--- src/rtl/lcd_phy_8080.sv ---
// Write-only 8080-style parallel LCD PHY: valid/ready byte input, CS_N/WR_N strobe generation,
// plus a synchronised single-pulse detector for the panel's asynchronous frame-mark signal.
module lcd_phy_8080 #(
  parameter int unsigned TW          = 2,
  parameter int unsigned TH          = 2,
  parameter int unsigned IDLE_CYCLES = 16
) (
  input  logic       clk,
  input  logic       rst_n,
  input  logic [7:0] phy_data,
  input  logic       phy_rs,
  input  logic       phy_valid,
  output logic       phy_ready,
  output logic       phy_fmark_stb,
  output logic [7:0] lcd_d,
  output logic       lcd_rs,
  output logic       lcd_wr_n,
  output logic       lcd_cs_n,
  input  logic       lcd_fmark
);

  localparam logic [7:0] TW_LOAD   = 8'(TW - 1);
  localparam logic [7:0] TH_LOAD   = 8'(TH - 1);
  localparam logic [7:0] IDLE_LOAD = 8'(IDLE_CYCLES - 1);

  typedef enum logic [2:0] {
    ST_IDLE,
    ST_SETUP,
    ST_WR_LO,
    ST_WR_HI,
    ST_WAIT
  } state_e;

  state_e     state_q, state_d;
  logic [7:0] cnt_q, cnt_d;
  logic       cnt_zero;
  logic       accept;

  logic [7:0] lcd_d_q, lcd_d_d;
  logic       lcd_rs_q, lcd_rs_d;
  logic       wr_n_q, wr_n_d;
  logic       cs_n_q, cs_n_d;

  assign cnt_zero = (cnt_q == 8'd0);
  assign accept   = phy_valid & phy_ready;

  // Bus outputs are registered from the next state so they line up exactly with the state
  // they belong to and can never glitch.
  assign wr_n_d   = (state_d != ST_WR_LO);
  assign cs_n_d   = (state_d == ST_IDLE);
  assign lcd_d_d  = accept ? phy_data : lcd_d_q;
  assign lcd_rs_d = accept ? phy_rs   : lcd_rs_q;

  // NOTE: the panel bus is visible off-chip, so the data/RS flops are reset too, not just control.
  always_ff @(posedge clk or negedge rst_n) begin
    if (!rst_n) begin
      state_q  <= ST_IDLE;
      cnt_q    <= 8'd0;
      lcd_d_q  <= 8'h00;
      lcd_rs_q <= 1'b0;
      wr_n_q   <= 1'b1;
      cs_n_q   <= 1'b1;
    end else begin
      // NOTE: non-blocking assignments keep every flop sampling pre-edge values.
      state_q  <= state_d;
      cnt_q    <= cnt_d;
      lcd_d_q  <= lcd_d_d;
      lcd_rs_q <= lcd_rs_d;
      wr_n_q   <= wr_n_d;
      cs_n_q   <= cs_n_d;
    end
  end

  always_comb begin
    // NOTE: defaults first so no path through the case can infer a latch.
    state_d = state_q;
    cnt_d   = cnt_q;
    case (state_q)
      ST_IDLE: begin
        if (accept) begin
          state_d = ST_SETUP;
          cnt_d   = 8'd0;
        end
      end
      ST_SETUP: begin
        state_d = ST_WR_LO;
        cnt_d   = TW_LOAD;
      end
      ST_WR_LO: begin
        if (cnt_zero) begin
          state_d = ST_WR_HI;
          cnt_d   = TH_LOAD;
        end else begin
          cnt_d = cnt_q - 8'd1;
        end
      end
      ST_WR_HI: begin
        if (!cnt_zero) begin
          cnt_d = cnt_q - 8'd1;
        end else if (accept) begin
          state_d = ST_WR_LO;
          cnt_d   = TW_LOAD;
        end else begin
          state_d = ST_WAIT;
          cnt_d   = IDLE_LOAD;
        end
      end
      ST_WAIT: begin
        if (accept) begin
          state_d = ST_WR_LO;
          cnt_d   = TW_LOAD;
        end else if (cnt_zero) begin
          state_d = ST_IDLE;
          cnt_d   = 8'd0;
        end else begin
          cnt_d = cnt_q - 8'd1;
        end
      end
      default: begin
        state_d = ST_IDLE;
        cnt_d   = 8'd0;
      end
    endcase
  end

  always_comb begin
    phy_ready = 1'b0;
    case (state_q)
      ST_IDLE, ST_WAIT: phy_ready = 1'b1;
      ST_WR_HI:         phy_ready = cnt_zero;
      default:          phy_ready = 1'b0;
    endcase
  end

  assign lcd_d    = lcd_d_q;
  assign lcd_rs   = lcd_rs_q;
  assign lcd_wr_n = wr_n_q;
  assign lcd_cs_n = cs_n_q;

  // Frame mark: 2-flop synchroniser, edge flop, registered strobe. The warm-up count masks the
  // first comparisons after reset so a level already high at release is not seen as an edge.
  logic [1:0] sync_q;
  logic       edge_q;
  logic [1:0] warm_q;
  logic       stb_q;

  always_ff @(posedge clk or negedge rst_n) begin
    if (!rst_n) begin
      sync_q <= 2'b00;
      edge_q <= 1'b0;
      warm_q <= 2'd0;
      stb_q  <= 1'b0;
    end else begin
      sync_q <= {sync_q[0], lcd_fmark};
      edge_q <= sync_q[1];
      if (warm_q != 2'd3) begin
        warm_q <= warm_q + 2'd1;
      end
      stb_q  <= (warm_q == 2'd3) & sync_q[1] & ~edge_q;
    end
  end

  assign phy_fmark_stb = stb_q;

endmodule

--- config.mk ---
export PLATFORM = sky130hd
export DESIGN_NAME = lcd_phy_8080
export DESIGN_NICKNAME = d
export VERILOG_FILES = /design/src/rtl/lcd_phy_8080.sv
export SDC_FILE = /design/constraint.sdc
export NUM_CORES = 1
export LEC_CHECK = 0
export BUFFER_PORTS_ARGS = -buffer_cell sky130_fd_sc_hd__buf_2
export CORE_UTILIZATION = 50
export CTS_CLUSTER_DIAMETER = 100
export DETAILED_ROUTE_END_ITERATION = 6
export PLACE_DENSITY_LB_ADDON = 0.08
export SYNTH_ARGS = -nofsm -noshare
export SYNTH_HDL_FRONTEND = slang
export SYNTH_SLANG_ARGS = --single-unit
--- constraint.sdc ---
create_clock -name clk -period 3.6 [get_ports clk]
set_input_delay 0.18 -clock clk [delete_from_list [all_inputs] [get_ports clk]]
set_output_delay 0.18 -clock clk [all_outputs]
set_load 0.03 [all_outputs]
======== Word level (Yosys, flattened, before mapping) ========
Cells that the tools add are included.
word-level totals
  memories ................................ 0
  ROM bits ................................ 0
  register bits ........................... 28
  logic and storage cells ................. 43
  output and inout port bits .............. 13
  latch bits .............................. 0
  RAM bits ................................ 0
  input bits .............................. 13
operators by class
  multipliers ............................. 0
  div/mod/pow operators ................... 0
  add/sub/neg operators ................... 2
  shift-type cells ........................ 0
  bitwise logic cells ..................... 4
  equality and inequality tests ........... 8
  reductions and logical operators ........ 4
  $lt $le $gt $ge ......................... 0
  mux-type cells .......................... 15
operator list
  kind                                                                     count
  8-bit 2-to-1 mux                                                         5
  8-bit one-hot mux with 5 select lines                                    1
  3-bit 2-to-1 mux                                                         6
  3-bit one-hot mux with 5 select lines                                    1
  8-bit logical NOT                                                        1
  8-bit by 1-bit subtractor with 8-bit output, second input constant       1
  3-bit by 2-bit == test with 1-bit output, second input constant          2
  3-bit logical NOT                                                        2
  4-bit 2-to-1 mux                                                         1
  2-bit inequality test, second input constant                             2
  1-bit AND                                                                3
  3-bit by 1-bit == test with 1-bit output, second input constant          1
  3-bit == test, second input constant                                     1
  3-bit by 2-bit inequality test with 1-bit output, second input constant  1
  2-bit by 1-bit adder with 2-bit output, second input constant            1
  2-bit == test, second input constant                                     1
  1-bit one-hot mux with 2 select lines                                    1
  2-bit OR reduction                                                       1
  1-bit inverter                                                           1

======== Longest topological paths before layout ========
  depth in word-level cells ............... 8
  gate-level depth with buffers ........... 7
  gate-level depth less buffers ........... 6

======== Least setup slack after synthesis ========
OpenSTA, ideal clock, no wires.
  kind .................................... flip-flop to flip-flop
  start point ............................. reg cnt_q[0]
  end point ............................... reg lcd_d_q[0], in the netlist lcd_d[0]
  data required time ...................... 3.475 ns
  library setup time ...................... 0.125 ns
  arrival time ............................ 1.672 ns
  clock period less this slack ............ 1.797 ns
  path buffers ............................ 0
  path slack .............................. 1.803 ns
  stages on the path, launching flop included .. 7
  cell sequence ........................... dfrtp_1 -> inv_1 -> ha_1 -> nor4b_4 -> a41o_2 -> nand2_4 -> mux2_4
on the way
  word-level cells in the longest chain between the ends .. 3
ends and longest elaborated chain
  what                                   line  RTL
  start, declared                        35    logic [7:0] cnt_q, cnt_d;
  start signal, assigned                 66    cnt_q <= cnt_d;
  8-bit logical NOT                      44    assign cnt_zero = (cnt_q == 8'd0);
  1-bit one-hot mux with 2 select lines  128   case (state_q)
  via phy_ready                          13    output logic phy_ready,
  1-bit AND                              45    assign accept = phy_valid & phy_ready;
  end signal, assigned                   67    lcd_d_q <= lcd_d_d;
  end, declared                          39    logic [7:0] lcd_d_q, lcd_d_d;
The timed path passes the listed nets, and every way through them passes these cells.
A chain may end at the register's enable or synchronous reset.

======== Final worst setup path ========
  start point ............................. reg cnt_q[0]
  end point ............................... out phy_ready
on the way
  word-level cells in the longest chain between the ends .. 2
ends and longest elaborated chain
  what                                   line
  8-bit logical NOT                      44
  1-bit one-hot mux with 2 select lines  128
  end, declared                          13
No other way between the ends.

==> reports/summary.txt <==
status = finished clean
Hold Path Class = input port to flop
Worst VDD drop = 0.6223 mV
PwrDens = 844.2 nW/um^2
Worst Setup End Kind = output pin
DRT antenna net count = 0
Data arrival, critical path = 1.82 ns
CTS HTree Levels = 1
CP startpoint kind = flop
first drt pass iteration count = 4
input/output buffers = 25
RR Startpoint = cnt_q[0]
relative slew slack = 59.40%
layout cell share with drive strength beyond 1 = 33.33%
post-route minimum period = 1.997 ns
Fillers = 225
Area growth syn-to-layout = 15.17%
Synth Net Count = 134
clock skew = 0.005315 ns
synthesized area = 1369 sq um
Final Hold Viols = 0
CTS root buffer = clkbuf_4
CTS tree = done
Remaining Overflow, GRT = 0
Sum Neg Setup Slack = 0 ns
Final Worst Setup Slack = 1.603 ns
largest net degree at the start of global routing = 29
Layout Cells excl Fill = 174
Die Ht = 54.32 um
WL final = 2567 um
max-cap check violation count = 0
core area = 2522 sq um
clk buf depth = 2
Total Nets Final = 161
DP HPWL = 1842 um
Hold Crit Start = phy_rs
Post-Synthesis Cells = 118
Top Family by Delay on Critical Path = flip-flops
first-pass GRT wire length = 4388 um
Avg Cell Area, Syn = 11.60 sq um
drc violations = 0
vias = 970
gr usage total = 21.44%
Clk Latency, worst-skew pair = 0.33 ns
initial antenna violation count = 0
fmax = 500.6 MHz
CTS Sinks = 28
Worst Path Buf+Inv = 2
Pins Over Slew Limit = 0
wire per inst = 14.75 um
ys flop type = dfrtp_1
endpoints failing setup = 0
vias in the first global route = 922
P_leak = 0.7597 nW
RSZ-0062 raised after global routing = false
worst-path cell chain = inv_1 -> ha_1 -> nor4b_4 -> a41o_2 -> buf_2
Async SR Flop Fraction = 100.0%
worst hold path depth = 2
clock-pin slew on the worst setup and hold paths = 0.16 ns
Worst-Margin Slew = 0.6090 ns
Min-Delay Endpoint = lcd_rs
Starting Density = 54.27%
IO Pins = 26
Yosys cell types = 40
Post-Place Cells = 168
Inserted Clock Buffers = 3
final core occ = 62.50%
reg2reg end = lcd_d[4]
CP max stage delay = 0.47 ns
reg2reg setup slack = 1.77 ns
antenna diode count = 0
Die Width = 54.32 um
Worst Path Class, Setup = flop to output pin
Post-synth EDFFs = 0
most common cell after layout, fill and taps aside = dfrtp_1
Post-CTS Setup Bufs = 0
sequential share of the synthesized area = 51.37%
Crit path required time = 3.42 ns
final critical-path share of the clock period = 55.48%
#FFs+latches synth = 28
crit path max fanout = 6
DP Worst Slack = 1.786 ns
routability congestion estimate = 0.8011
die area = 2951 sq um
CP max stage cell = dfrtp_1
commonest cells after routing, fill and taps aside = 26 x dfrtp_1, 25 x buf_2, 9 x nor2_1, 9 x mux2_4
cts repair resizes = 0
Yosys warning total = 0
number of vias per cell = 5.575
initial DRC count = 14
Std-Cell Rows = 18
R2R cell count = 6
[synth_stat cells (all sizes together), types with 3 or more instances]
cell type	instances	area share (%)
o21ai	5	1.8
nor4	3	1.4
ha	3	2.7
xor2	3	1.9
buf	3	1.5
mux2	11	12
xnor2	3	1.9
nand2	7	2.5
nand3	4	1.5
inv	6	1.6
dfrtp	26	48
a21oi	5	1.8
nor2	9	2.5
[cell families after synthesis]
logic type      count (synthesis)  share of synthesized area [%]
mux                            11                          11.52
flops                          28                          51.37
buf+inv                        11                          3.656
fa+ha+maj                       3                          2.743
simple gates                   35                          15.18
xor+xnor                        6                          3.840
compound gates                 24                          11.70
[how the worst max path moves through the flow]
stage / from / endpoint / cells after the start / slack [ns]
floorplan: cnt_q[0] / lcd_d[0] / 6 / 1.80
global placement: cnt_q[0] / lcd_d[6] / 6 / 1.85
detailed placement: cnt_q[0] / lcd_d[1] / 6 / 1.79
CTS: cnt_q[0] / phy_ready / 5 / 1.57
global route: cnt_q[0] / phy_ready / 5 / 1.45
finish: cnt_q[0] / phy_ready / 5 / 1.60
[registers in the layout, indices dropped and copies added, names as in the netlist]
| signal | cells |
|---|---|
| lcd_rs | 1 |
| state_q | 3 |
| lcd_wr_n | 1 |
| phy_fmark_stb | 1 |
| sync_q | 2 |
| lcd_d | 8 |
| cnt_q | 8 |
| edge_q | 1 |
| lcd_cs_n | 1 |
| warm_q | 2 |
[through the flow]
step	power, mW	hold slack, ns	cell area [sq um]
2_1_floorplan	0.9854	-0.1156	1369
3_3_place_gp	1.105	0.2192	1504
3_5_place_dp	1.129	0.2301	1504
4_1_cts	1.344	0.05213	1577
5_1_grt	1.435	0.03443	1577
6_report	1.331	0.06610	1577
[power breakdown]
part           switching (mW)  internal [mW]
sequential              0.119          0.432
clock                  0.0977          0.113
combinational           0.316          0.253
total                   0.533          0.797
[final cells by class]
| class | instances | area [sq um] | area share (%) |
|---|---|---|---|
| flip-flops and latches | 28 | 703.2 | 44.60 |
| multi-input cells | 79 | 615.6 | 39.05 |
| repair buffers | 27 | 145.1 | 9.206 |
| well taps | 30 | 37.54 | 2.381 |
| clock inverters | 1 | 30.03 | 1.905 |
| clock buffers | 3 | 22.52 | 1.429 |
| inverters | 6 | 22.52 | 1.429 |
[per-layer routing]
layer	vias up	part of all wire, %	track usage [%]	routed length, um
li1	478	-	-	-
met1	472	47	29.26	1199
met2	18	49	33.13	1270
met3	2	3.2	4.722	82
met4	0	0.55	8.120	14
met5	-	0	0	0
[what timing repair did]
| action | in CTS | in global routing |
|---|---|---|
| endpoints found under the setup margin | 0 | 0 |
| hold endpoints to repair | 27 | 0 |
| hold buffers | 2 | 0 |
(Power assumes the default switching activity.)
